### src/rtl/spi_fp_pkg.sv
// spi_fp_pkg: shared defaults and types for the SPI fingerprint receiver.
//   DEF_BITS_PER_WORD   : default SPI word width
//   DEF_WORDS_PER_FRAME : default words per fingerprint frame
//   rx_state_t          : receiver FSM states
//   fp_word_t           : FIFO entry layout (last flag + data) at default width
package spi_fp_pkg;

    localparam int unsigned DEF_BITS_PER_WORD   = 8;
    localparam int unsigned DEF_WORDS_PER_FRAME = 16;

    typedef enum logic {
        IDLE = 1'b0,
        RECV = 1'b1
    } rx_state_t;

    typedef struct packed {
        logic                         last;
        logic [DEF_BITS_PER_WORD-1:0] data;
    } fp_word_t;

endpackage

### src/rtl/spi_fp_sync_fifo.sv
// spi_fp_sync_fifo: first-word-fall-through synchronous FIFO.
//   clk_i, rst_ni : clock, asynchronous active-low reset
//   push_i        : write request; push_ok_o reports whether it was accepted
//   push_data_i   : write data
//   pop_i         : read request (ignored when empty)
//   rd_data_o     : head entry, forced to zero while empty
//   full_o/empty_o: occupancy flags
// A push into a full FIFO is accepted only if a pop happens in the same cycle.
module spi_fp_sync_fifo #(
    parameter int unsigned WIDTH = 9,
    parameter int unsigned DEPTH = 32
) (
    input  logic             clk_i,
    input  logic             rst_ni,
    input  logic             push_i,
    input  logic [WIDTH-1:0] push_data_i,
    output logic             push_ok_o,
    input  logic             pop_i,
    output logic [WIDTH-1:0] rd_data_o,
    output logic             full_o,
    output logic             empty_o
);

    localparam int unsigned AW = $clog2(DEPTH);

    logic [WIDTH-1:0] mem_q [DEPTH];
    logic [AW:0]      wr_ptr_q;
    logic [AW:0]      rd_ptr_q;
    logic             pop_ok;

    // Extra pointer bit distinguishes full from empty when the indices match.
    assign empty_o   = (wr_ptr_q == rd_ptr_q);
    assign full_o    = (wr_ptr_q[AW] != rd_ptr_q[AW]) &&
                       (wr_ptr_q[AW-1:0] == rd_ptr_q[AW-1:0]);
    assign pop_ok    = pop_i & ~empty_o;
    assign push_ok_o = push_i & (~full_o | pop_ok);
    assign rd_data_o = empty_o ? '0 : mem_q[rd_ptr_q[AW-1:0]];

    always_ff @(posedge clk_i or negedge rst_ni) begin
        if (!rst_ni) begin
            wr_ptr_q <= '0;
            rd_ptr_q <= '0;
        end else begin
            if (push_ok_o) wr_ptr_q <= wr_ptr_q + 1'b1;
            if (pop_ok)    rd_ptr_q <= rd_ptr_q + 1'b1;
        end
    end

    always_ff @(posedge clk_i) begin
        if (push_ok_o) mem_q[wr_ptr_q[AW-1:0]] <= push_data_i;
    end

endmodule

### src/rtl/spi_fingerprint_rx.sv
// spi_fingerprint_rx: SPI target receiver for the fingerprint stream.
// Oversamples sclk/cs/mosi in the clk domain, assembles words on sclk falling
// edges, tags every WORDS_PER_FRAME-th word as last, and buffers them in a
// FWFT FIFO behind a valid/ready stream.
//   clk, reset (async, active low)
//   sclk, cs (active low), mosi       : SPI lines from the transmitter
//   out_data, out_last, out_valid,
//   out_ready                         : output word stream
//   frame_done                        : pulse when a frame's last word is written
//   overflow, frame_error             : sticky flags, cleared by clear_errors
// Build option: define SPI_RX_MSB_FIRST_EN for MSB-first word assembly
// (default is LSB first).
module spi_fingerprint_rx
    import spi_fp_pkg::*;
#(
    parameter int unsigned BITS_PER_WORD   = DEF_BITS_PER_WORD,
    parameter int unsigned WORDS_PER_FRAME = DEF_WORDS_PER_FRAME,
    parameter int unsigned FIFO_DEPTH      = 32,
    parameter int unsigned SYNC_STAGES     = 2
) (
    input  logic                     clk,
    input  logic                     reset,
    input  logic                     sclk,
    input  logic                     cs,
    input  logic                     mosi,
    output logic [BITS_PER_WORD-1:0] out_data,
    output logic                     out_last,
    output logic                     out_valid,
    input  logic                     out_ready,
    output logic                     frame_done,
    output logic                     overflow,
    output logic                     frame_error,
    input  logic                     clear_errors
);

    localparam int unsigned CNT_W = (BITS_PER_WORD > 1) ? $clog2(BITS_PER_WORD) : 1;
    localparam int unsigned IDX_W = (WORDS_PER_FRAME > 1) ? $clog2(WORDS_PER_FRAME) : 1;
    localparam logic [CNT_W-1:0] LAST_BIT = CNT_W'(BITS_PER_WORD - 1);
    localparam logic [IDX_W-1:0] LAST_IDX = IDX_W'(WORDS_PER_FRAME - 1);

    typedef struct packed {
        logic                     last;
        logic [BITS_PER_WORD-1:0] data;
    } word_t;

    // ---------------- synchronizers and edge detect ----------------
    logic [SYNC_STAGES-1:0] sclk_sync_q, cs_sync_q, mosi_sync_q;
    logic                   sclk_dly_q, cs_dly_q;
    logic [SYNC_STAGES:0]   settle_q;
    logic                   armed_q;
    logic                   sclk_s, cs_s, mosi_s;
    logic                   sclk_fall, cs_fall, cs_rise;

    assign sclk_s    = sclk_sync_q[SYNC_STAGES-1];
    assign cs_s      = cs_sync_q[SYNC_STAGES-1];
    assign mosi_s    = mosi_sync_q[SYNC_STAGES-1];
    assign sclk_fall = sclk_dly_q & ~sclk_s;
    assign cs_fall   = cs_dly_q & ~cs_s;
    assign cs_rise   = ~cs_dly_q & cs_s;

    // The synchronizer resets to cs=1, so a cs already low at reset release
    // would look like a falling edge. armed_q only sets once the chain has
    // flushed and shows a genuine cs high, so such a phantom edge is ignored.
    always_ff @(posedge clk or negedge reset) begin
        if (!reset) begin
            sclk_sync_q <= '0;
            cs_sync_q   <= '1;
            mosi_sync_q <= '0;
            sclk_dly_q  <= 1'b0;
            cs_dly_q    <= 1'b1;
            settle_q    <= '0;
            armed_q     <= 1'b0;
        end else begin
            sclk_sync_q <= {sclk_sync_q[SYNC_STAGES-2:0], sclk};
            cs_sync_q   <= {cs_sync_q[SYNC_STAGES-2:0], cs};
            mosi_sync_q <= {mosi_sync_q[SYNC_STAGES-2:0], mosi};
            sclk_dly_q  <= sclk_s;
            cs_dly_q    <= cs_s;
            settle_q    <= {settle_q[SYNC_STAGES-1:0], 1'b1};
            if (settle_q[SYNC_STAGES] && cs_s) armed_q <= 1'b1;
        end
    end

    // ---------------- FSM ----------------
    rx_state_t state_q, state_d;
    logic      start_frame, take_bit, end_frame;

    always_ff @(posedge clk or negedge reset) begin
        if (!reset) state_q <= IDLE;
        else        state_q <= state_d;
    end

    always_comb begin
        state_d = state_q;
        case (state_q)
            IDLE:    if (cs_fall && armed_q) state_d = RECV;
            RECV:    if (cs_rise) state_d = IDLE;
            default: state_d = IDLE;
        endcase
    end

    // A cs rise masks an sclk edge detected in the same cycle.
    always_comb begin
        start_frame = 1'b0;
        take_bit    = 1'b0;
        end_frame   = 1'b0;
        case (state_q)
            IDLE: start_frame = cs_fall & armed_q;
            RECV: begin
                end_frame = cs_rise;
                take_bit  = sclk_fall & ~cs_rise;
            end
            default: ;
        endcase
    end

    // ---------------- word assembly ----------------
    logic [BITS_PER_WORD-1:0] shift_q, shift_d;
    logic [CNT_W-1:0]         bit_cnt_q, bit_cnt_d, bit_pos;
    logic [IDX_W-1:0]         word_idx_q, word_idx_d;
    logic                     push_q, push_d;
    word_t                    push_word_q, push_word_d;
    logic                     ferr_set, ovf_set;
    logic                     overflow_q, frame_error_q;

`ifdef SPI_RX_MSB_FIRST_EN
    assign bit_pos = LAST_BIT - bit_cnt_q;
`else
    assign bit_pos = bit_cnt_q;
`endif

    always_comb begin
        shift_d     = shift_q;
        bit_cnt_d   = bit_cnt_q;
        word_idx_d  = word_idx_q;
        push_d      = 1'b0;
        push_word_d = push_word_q;
        ferr_set    = 1'b0;
        if (start_frame) begin
            bit_cnt_d  = '0;
            word_idx_d = '0;
        end
        if (end_frame) begin
            ferr_set   = (bit_cnt_q != '0) || (word_idx_q != '0);
            bit_cnt_d  = '0;
            word_idx_d = '0;
        end
        if (take_bit) begin
            shift_d[bit_pos] = mosi_s;
            if (bit_cnt_q == LAST_BIT) begin
                bit_cnt_d        = '0;
                push_d           = 1'b1;
                push_word_d.data = shift_d;
                push_word_d.last = (word_idx_q == LAST_IDX);
                word_idx_d       = (word_idx_q == LAST_IDX) ? '0 : word_idx_q + 1'b1;
            end else begin
                bit_cnt_d = bit_cnt_q + 1'b1;
            end
        end
    end

    always_ff @(posedge clk or negedge reset) begin
        if (!reset) begin
            shift_q       <= '0;
            bit_cnt_q     <= '0;
            word_idx_q    <= '0;
            push_q        <= 1'b0;
            push_word_q   <= '0;
            overflow_q    <= 1'b0;
            frame_error_q <= 1'b0;
        end else begin
            shift_q       <= shift_d;
            bit_cnt_q     <= bit_cnt_d;
            word_idx_q    <= word_idx_d;
            push_q        <= push_d;
            push_word_q   <= push_word_d;
            overflow_q    <= ovf_set | (overflow_q & ~clear_errors);
            frame_error_q <= ferr_set | (frame_error_q & ~clear_errors);
        end
    end

    // ---------------- output FIFO ----------------
    logic [BITS_PER_WORD:0] fifo_rd;
    word_t                  rd_word;
    logic                   push_ok, fifo_full, fifo_empty;

    spi_fp_sync_fifo #(
        .WIDTH (BITS_PER_WORD + 1),
        .DEPTH (FIFO_DEPTH)
    ) u_fifo (
        .clk_i       (clk),
        .rst_ni      (reset),
        .push_i      (push_q),
        .push_data_i (push_word_q),
        .push_ok_o   (push_ok),
        .pop_i       (out_ready),
        .rd_data_o   (fifo_rd),
        .full_o      (fifo_full),
        .empty_o     (fifo_empty)
    );

    assign rd_word     = fifo_rd;
    assign ovf_set     = push_q & fifo_full & ~push_ok;
    assign out_data    = rd_word.data;
    assign out_last    = rd_word.last;
    assign out_valid   = ~fifo_empty;
    assign frame_done  = push_q & push_word_q.last & push_ok;
    assign overflow    = overflow_q;
    assign frame_error = frame_error_q;

endmodule

### config.mk
export PLATFORM = sky130hd
export DESIGN_NAME = spi_fingerprint_rx
export DESIGN_NICKNAME = d
export VERILOG_FILES = /design/src/rtl/spi_fp_pkg.sv /design/src/rtl/spi_fp_sync_fifo.sv /design/src/rtl/spi_fingerprint_rx.sv
export SDC_FILE = /design/constraint.sdc
export NUM_CORES = 1
export LEC_CHECK = 0
export ABC_AREA = 1
export CORE_MARGIN = 4
export CORE_UTILIZATION = 50
export CTS_CLUSTER_DIAMETER = 60
export CTS_CLUSTER_SIZE = 40
export DETAILED_ROUTE_END_ITERATION = 10
export PLACE_DENSITY = 0.64
export SLEW_MARGIN = 30
export SYNTH_ARGS = -nofsm -noshare
export SYNTH_HDL_FRONTEND = slang
export SYNTH_SLANG_ARGS = --single-unit
### constraint.sdc
create_clock -name clk -period 2.45 [get_ports clk]
set_input_delay 0.245 -clock clk [delete_from_list [all_inputs] [get_ports clk]]
set_output_delay 0.245 -clock clk [all_outputs]
set_load 0.01 [all_outputs]
Word level (Yosys, flattened, before mapping)
Memories as Yosys holds them, arrays and structs flattened.
Cells that the tools add are included.

storage, ports and cells
  register bits after elaboration = 52
  memory bits (writable) = 288
  output and inout port bits = 13
  word-level logic and storage cells = 88
  memories = 1

cells by class
  add/sub/neg operators = 4
  magnitude comparators = 2
  eq/ne operators = 5
  multiplexer cells = 24
  bitwise logic cells = 25
  reductions and logical operators = 9

memory list
  memory        depth  width  read ports  clocked after memory_dff  wr ports  line                    text
  u_fifo.mem_q  32     9      1           0                         1         spi_fp_sync_fifo.sv:26  logic [WIDTH-1:0] mem_q [DEPTH];

operators with widths
  cell                 count
  $mux 4               5
  $and 1x1->1          13
  $add 6x1->6 const B  2
  $mux 3               4
  $mux 1               11
  $mux 9               1
  $not 1->1            9
  $bwmux 8             1
  $eq 6x6->1           1
  $reduce_bool 3->1    2
  $eq 5x5->1           1
  $add 4x1->4 const B  1
  $eq 4x4->1 const B   1
  $logic_and 1x1->1    4
  $lt 3x4->1 const B   1
  $reduce_bool 4->1    1
  $add 3x1->3 const B  1
  $demux 1 s3          1
  $eq 3x3->1 const B   1
  $ge 3x1->1 const B   1
  $or 1x1->1           3
  $pmux 1 s2           1
  $reduce_and 2->1     1
  $logic_or 1x1->1     1
  $ne 1x1->1           1

Depth between registers and ports, before layout
Gate-level depths: netlist of run 1.

  depth after elaboration = 8
  depth in mapped cells = 12
  mapped depth without buffers = 10

Cells and area by module
A second synthesis of run 1 with hierarchy kept.

unflattened totals
  cell total of the unflattened synthesis = 1452
  area, all modules = 14769.2 um^2

by module, submodules not included
  module              times used  cells each  area each (um^2)
  spi_fp_sync_fifo    1           1256        13022.5
  spi_fingerprint_rx  1           196         1746.7

Worst setup path before layout of run 1
Ideal clock, no wire load.

  path type = register -> register
  start point = register u_fifo.rd_ptr_q[0]
  end point = memory u_fifo.mem_q[15][0], enable pin
  setup time = 0.387 ns
  arrival = 1.759 ns
  required time = 2.063 ns
  path slack = 0.304 ns
  stages on the path, launching flop included = 10
  path buffers = 2
  clock period less this slack = 2.146 ns
  cell sequence = dfrtp_1 buf_4 inv_4 nand2_1 nand2_1 nor2_2 nand4_4 nand2_2 buf_6 nor3_1

between the ends
  cells in the longest elaborated chain, start to end = 7
  elaborated cells between the ends (all ways) = 10
  classes of those cells = 2 x eq/ne; 2 x mux; 5 x bitwise; 1 x reduce/logical

ends and longest elaborated chain
  item                                            line                                            text
  from (decl)                                     spi_fp_sync_fifo.sv:28                          logic [AW:0] rd_ptr_q;
  from (signal assigned)                          spi_fp_sync_fifo.sv:45                          if (pop_ok) rd_ptr_q <= rd_ptr_q + 1'b1;
  $eq 6x6->1 or $eq 5x5->1 (tied branches)        spi_fp_sync_fifo.sv:32, spi_fp_sync_fifo.sv:34
  $not 1->1 or $logic_and 1x1->1 (tied branches)  spi_fp_sync_fifo.sv:35, spi_fp_sync_fifo.sv:33
  $and 1x1->1 or $not 1->1 (tied branches)        spi_fp_sync_fifo.sv:35, spi_fp_sync_fifo.sv:36
  $or 1x1->1 (*)                                  spi_fp_sync_fifo.sv:36                          assign push_ok_o = push_i & (~full_o | pop_ok);
  $and 1x1->1 (*)                                 spi_fp_sync_fifo.sv:36
  $mux 1 (*)                                      spi_fp_sync_fifo.sv:50                          if (push_ok_o) mem_q[wr_ptr_q[AW-1:0]] <= push_data_i;
  $mux 1 (not written as such) (*)                spi_fp_sync_fifo.sv:50
  to (decl)                                       spi_fp_sync_fifo.sv:26

Mark *: on every way between the ends. The rest lies on a longest branch, timed or not.

Worst setup path after layout of run 1
  start point = register u_fifo.rd_ptr_q[0]
  end point = output out_data[6]

between the ends
  cells in the longest elaborated chain, start to end = 2
  elaborated cells between the ends (all ways) = 3
  classes of those cells = 1 x eq/ne; 1 x mux; 1 x memory

ends and longest elaborated chain
  item                                        line                      text
  $mem_v2 32x9 or $eq 6x6->1 (tied branches)  -
  $mux 9 (*)                                  spi_fp_sync_fifo.sv:37    assign rd_data_o = empty_o ? '0 : mem_q[rd_ptr_q[AW-1:0]];
  to (decl)                                   spi_fingerprint_rx.sv:26  output logic [BITS_PER_WORD-1:0] out_data,

Marked as above.

==> results of run 1 <==
==> cell type report <==
class | count | area (um2)
clock buffers | 29 | 683
clock inverters | 19 | 267
fillers | 2276 | 11200
inverters | 124 | 487
multi-input cells | 929 | 4510
flip-flops and latches | 340 | 9960
well taps | 384 | 480
repair buffers | 108 | 1330
repair inverters | 3 | 22.5
==> critical path, stage by stage, from the launching register on <==
cell and delay, ns:
dfrtp_4 0.53, buf_6 0.14, buf_4 0.13, clkbuf_16 0.15
nor2_4 0.09, nor2_1 0.04, o21ai_0 0.07, nand3_1 0.18
nand3_2 0.15, nand2_2 0.07, nand2_2 0.07, nor2_1 0.04
buf_2 0.13
==> power by group <==
group          switching [mW]  internal [mW]  total [mW]  leakage (nW)
sequential             0.0665           6.25        6.32          2.96
clock                    2.30           2.39        4.69         0.463
combinational            3.12           2.24        5.36          3.69
total                    5.49           10.9        16.4          7.11
==> cell usage after synthesis, drive strengths merged <==
master   number  area [um2]
nand2       512        1930
edfxtp      288        8650
nor2        183         694
nand3       123         621
inv         118         445
o21ai        61         305
buf          55         325
dfrtp        49        1230
clkbuf       12        45.0
a21oi        11        55.1
ha           10         125
nor3          7        35.0
xnor2         7        61.3
clkinv        6        22.5
xor2          6        52.6
dfstp         3        78.8
nand4         3        40.0
o32ai         2        17.5
a21o          1        7.51
conb          1        3.75
o22ai         1        6.26
o2bb2ai       1        8.76
==> through the flow <==
stage                     TNS (ns)  power, mW  instance area [um2]  worst slack, ns
after floorplan                  0       8.83                14800            0.304
after global placement      -0.256       10.3                15700          -0.0255
after global routing         -2.20       17.1                17700           -0.238
after CTS                    -1.48       15.5                17100           -0.210
after detailed placement     -1.43       10.3                15700          -0.0861
final                        -1.21       16.4                17700           -0.145
==> cells by family after synthesis <==
group	count (synthesis)
AND/OR/NAND/NOR	828
flip-flops	340
buffers and inverters	191
AO/OA/AOI/OAI	77
XOR/XNOR	13
adder cells (fa/ha/maj)	10
other	1
==> registers in the layout, indices dropped and copies added (netlist names) <==
name,count
armed_q,1
bit_cnt_q,3
cs_dly_q,1
cs_sync_q,2
frame_error,1
mosi_sync_q,2
overflow,1
push_q,1
push_word_q,9
sclk_dly_q,1
sclk_sync_q,2
settle_q,3
shift_q,8
state_q,1
u_fifo.mem_q,288
u_fifo.rd_ptr_q,6
u_fifo.wr_ptr_q,6
word_idx_q,4
==> routing by layer <==
layer / part of all wire / global-route usage / vias to the layer above
li1: - / - / 4909
met1: 0.44 / 0.309 / 4979
met2: 0.48 / 0.358 / 328
met3: 0.062 / 0.0283 / 50
met4: 0.021 / 0.0506 / 0
met5: 0 / 0 / -
==> timing repair <==
action,CTS,global route
pin swaps,7,63
gates cloned,6,12
resized for setup,129,129
hold buffers,1,0
setup endpoints to repair,20,65
endpoints found under the hold margin,20,0
buffers inserted,11,6
==> path summary, 6_finish.rpt <==
check / from / endpoint / cells past startpoint
worst min register to register: mosi_sync_q[0] / mosi_sync_q[1] / 0
worst max register to register: u_fifo.rd_ptr_q[0] / u_fifo.mem_q[5][5] / 9
worst max-delay path: u_fifo.rd_ptr_q[0] / out_data[6] / 12
max in group asynchronous: reset / u_fifo.rd_ptr_q[0] / 3
min in group asynchronous: reset / shift_q[3] / 2
worst min-delay path: cs / cs_sync_q[0] / 1
==> reports/results.tsv, run 1 <==
metric	value	unit
status	finished, violations left	
failing checks	setup timing	
H-Tree Depth	1	
Initial Util	0.510	
Hold WC Path Type	input port to flip-flop	
initial antenna violation count	0	
Area Growth Syn to Fin	20.2	%
post-route ant nets	0	
Worst R2R Setup Slack	0.11	ns
critical path peak fanout	4	
Pre-antenna DRT Iters	5	
Synth Area per Inst	10.1	um2
synthesized area	14800	um2
root buffer cell	clkbuf_16	
Worst slew margin	0.455	
Synth cell types	33	
Final Max Tran Viols	0	
CTS tree	yes	
crit path capture type	output pin	
gpl congestion	0.853	
first-pass GRT wire length	55.8	mm
n_diodes	0	
Layout Utilization	0.613	
clock buffer depth	3	
Synth Net Count	1477	
most common cell after layout, fill and taps aside	nand2_1	
hold_ws	0.0972	ns
Final Hold Fails	0	
Peak Freq	0.385	GHz
CP startpoint kind	flip-flop	
vias per cell	5.30	
Clock transition at path regs	0.08	ns
minimum clock period	2.59	ns
port bufs	19	
CTS Sinks	340	
fin crit share	1.06	
post-synthesis sequential element count	340	
I/O Pins	20	
final cell count without fillers	1936	
sequential area share after synthesis	0.675	
Detail Placement HPWL	21.2	mm
Cells after Synth	1460	
fin nets	1549	
via count	10300	
final worst slack	-0.145	ns
Simple-Gate Fraction of Synth Area	0.225	
RSZ-0062 raised after global routing	yes	
Skew-Pair Late Insertion Delay	0.56	ns
Max-cap violations	0	
main combinational cell family by area after synthesis	simple AND/OR/NAND/NOR gates	
fraction of layout cells with a size suffix above 1	0.196	
core area	28900	um2
vias in the first global route	9955	
Lkg Pwr	7.11	nW
Num CTS Buffers	26	
Required @ worst endpoint	2.20	ns
# setup viols final	11	
Max VDD drop	0.572	mV
Iteration-0 DRC Markers	925	
worst-margin pin slew	0.815	ns
largest net degree at the start of global routing	53	
Total GRT Usage	0.216	
drt total wl	36.9	mm
Synth Area in Compound Gates	0.0271	
Die Ht	180	um
crit path kind	flip-flop to output pin	
post-synthesis adder-cell area fraction	0.00848	
Ys Warns	0	
gr ovfl total	0	
DIE WIDTH	180	um
Worst Skew	0.0168	ns
wire per inst	19.1	um
pwr dens	923	nW/um2
XOR/XNOR share of the synthesized area	0.00772	
Worst EP arrival	2.35	ns
Residual DRC	0	
Placed Cells	1854	
row cnt	62	
die area	32300	um2
multiplexer share of the synthesized area	0	
most frequent cells in the layout	483 x nand2_1, 288 x edfxtp_1, 114 x inv_1, 112 x nor2_1, 93 x nand3_1	
No activity file was read; power rests on OpenSTA's default activity.
==> run 2, diff against run 1 <==
CORE_MARGIN = not set   (was 4)
==> run 2 against run 1 <==
Against the previous run:
- the run still ends with setup timing left
- flip-flop and latch count unchanged
- utilization grew 0.27 points
- wire length shrank 0.73%
==> reports/results.tsv, run 2 (synthesis gave the netlist of run 1 again) <==
metric	value	unit
port bufs	19	
crit path kind	flip-flop to output pin	
minimum clock period	2.67	ns
CTS tree	yes	
row cnt	62	
Residual DRC	0	
most common cell after layout, fill and taps aside	nand2_1	
die area	30200	um2
via count	10500	
final worst slack	-0.224	ns
combinational fraction of design power	0.305	
Die Ht	174	um
Worst R2R Setup Slack	0.24	ns
H-Tree Depth	1	
n_diodes	0	
Tot Pwr	16.2	mW
failing checks	setup timing	
# setup viols final	11	
Required @ worst endpoint	2.20	ns
initial antenna violation count	0	
Max VDD drop	0.559	mV
drt total wl	36.7	mm
worst-margin pin slew	0.670	ns
Worst slew margin	0.553	
Hold Path Stages	1	
core area	28900	um2
wire per inst	18.6	um
Total GRT Usage	0.248	
clock buffer depth	3	
final cell count without fillers	1973	
fin nets	1584	
sw frac	0.328	
Worst Skew	0.0132	ns
fin crit share	1.09	
R2R Path Start	u_fifo.rd_ptr_q[0]	
Clock power frac	0.303	
Skew-Pair Late Insertion Delay	0.57	ns
Initial Util	0.511	
Lkg Pwr	7.26	nW
Sequential Power Share	0.391	
CTS Sinks	340	
Hold WC Path Type	input port to flip-flop	
fraction of layout cells with a size suffix above 1	0.173	
DIE WIDTH	174	um
Worst R2R Path Depth	10	
crit path capture type	output pin	
worst slack at placement	-0.145	ns
status	finished, violations left	
largest net degree at the start of global routing	40	
FF-to-FF End	u_fifo.mem_q[26][4]	
dpl cell area	16100	um2
Layout Utilization	0.616	
post-route ant nets	0	
Detail Placement HPWL	23.0	mm
gpl congestion	0.858	
gr ovfl total	0	
max reg flops	288	
WHS Endpoint	cs_sync_q[0]	
pwr dens	910	nW/um2
TNS Setup	-1.66	ns
Power Internal	10.9	mW
Fillers	2350	
RSZ-0062 raised after global routing	yes	
Peak Freq	0.374	GHz
Max-cap violations	0	
I/O Pins	20	
Sw Pwr	5.31	mW
hold path startpoint	cs	
vias per cell	5.32	
Num CTS Buffers	28	
root buffer cell	clkbuf_16	
hold_ws	0.0924	ns
CP startpoint kind	flip-flop	
first-pass GRT wire length	57.4	mm
design area	17800	um2
Placed Cells	1904	
Pre-antenna DRT Iters	5	
Area Growth Syn to Fin	20.4	%
critical path peak fanout	7	
Final Hold Fails	0	
Clock transition at path regs	0.08	ns
Worst EP arrival	2.43	ns
most frequent cells in the layout	492 x nand2_1, 288 x edfxtp_1, 160 x nor2_1, 114 x inv_1, 104 x nand3_1	
vias in the first global route	10100	
Final Max Tran Viols	0	
Iteration-0 DRC Markers	1100	
==> run 2: cell type report <==
type                            count  area (um2)  area share
Multi-Input combinational cell    930        4320       0.243
Clock inverter                     24         334      0.0188
Timing Repair Buffer              143        1480      0.0835
Sequential cell                   340        9960       0.560
Inverter                          124         487      0.0274
Tap cell                          384         480      0.0270
Clock buffer                       28         701      0.0394
==> run 2: timing repair <==
| item | 4_1_cts | 5_1_grt |
|---|---|---|
| resized for setup | 126 | 45 |
| pin swaps | 24 | 20 |
| hold endpoints to repair | 22 | 0 |
| gates cloned | 5 | 0 |
| setup endpoints to repair | 11 | 11 |
| hold buffers | 1 | 0 |
| buffers inserted | 4 | 10 |
==> run 2: metal layers <==
layer | track usage | vias up | part of all wire
met5 | 0 | - | 0
met4 | 0.0881 | 0 | 0.034
met3 | 0.0414 | 79 | 0.071
met2 | 0.405 | 386 | 0.48
met1 | 0.337 | 5038 | 0.42
li1 | - | 4987 | -
==> run 2: critical path: stages, from the launching register on <==
cell and delay (ns):
dfrtp_4 0.52, clkinv_8 0.11, buf_4 0.17, buf_16 0.14
nand2_1 0.07, nand3_1 0.11, a21oi_2 0.18, buf_4 0.13
nor2_1 0.03, nand2_1 0.05, nand2_1 0.06, nor2_2 0.12
buf_2 0.15
==> run 2: power groups by stage <==
stage	clock (mW)	combinational, mW	sequential, mW
after floorplan	0	2.42	6.41
after global placement	0	4.05	6.44
after detailed placement	0	4.08	6.44
after CTS	4.97	4.65	6.32
after global routing	5.17	5.36	6.34
final	4.91	4.94	6.33
==> run 2: worst max-delay path by stage <==
stage	startpoint	to	slack, ns	depth (start not counted)
6_report	u_fifo.rd_ptr_q[0]	out_data[5]	-0.22	12
5_1_grt	u_fifo.rd_ptr_q[0]	out_data[5]	-0.30	12
4_1_cts	u_fifo.rd_ptr_q[0]	out_data[7]	-0.14	11
3_5_place_dp	u_fifo.rd_ptr_q[0]	out_last	-0.15	10
3_3_place_gp	u_fifo.rd_ptr_q[0]	out_last	-0.14	10
2_1_floorplan	u_fifo.rd_ptr_q[0]	u_fifo.mem_q[15][0]	0.30	9
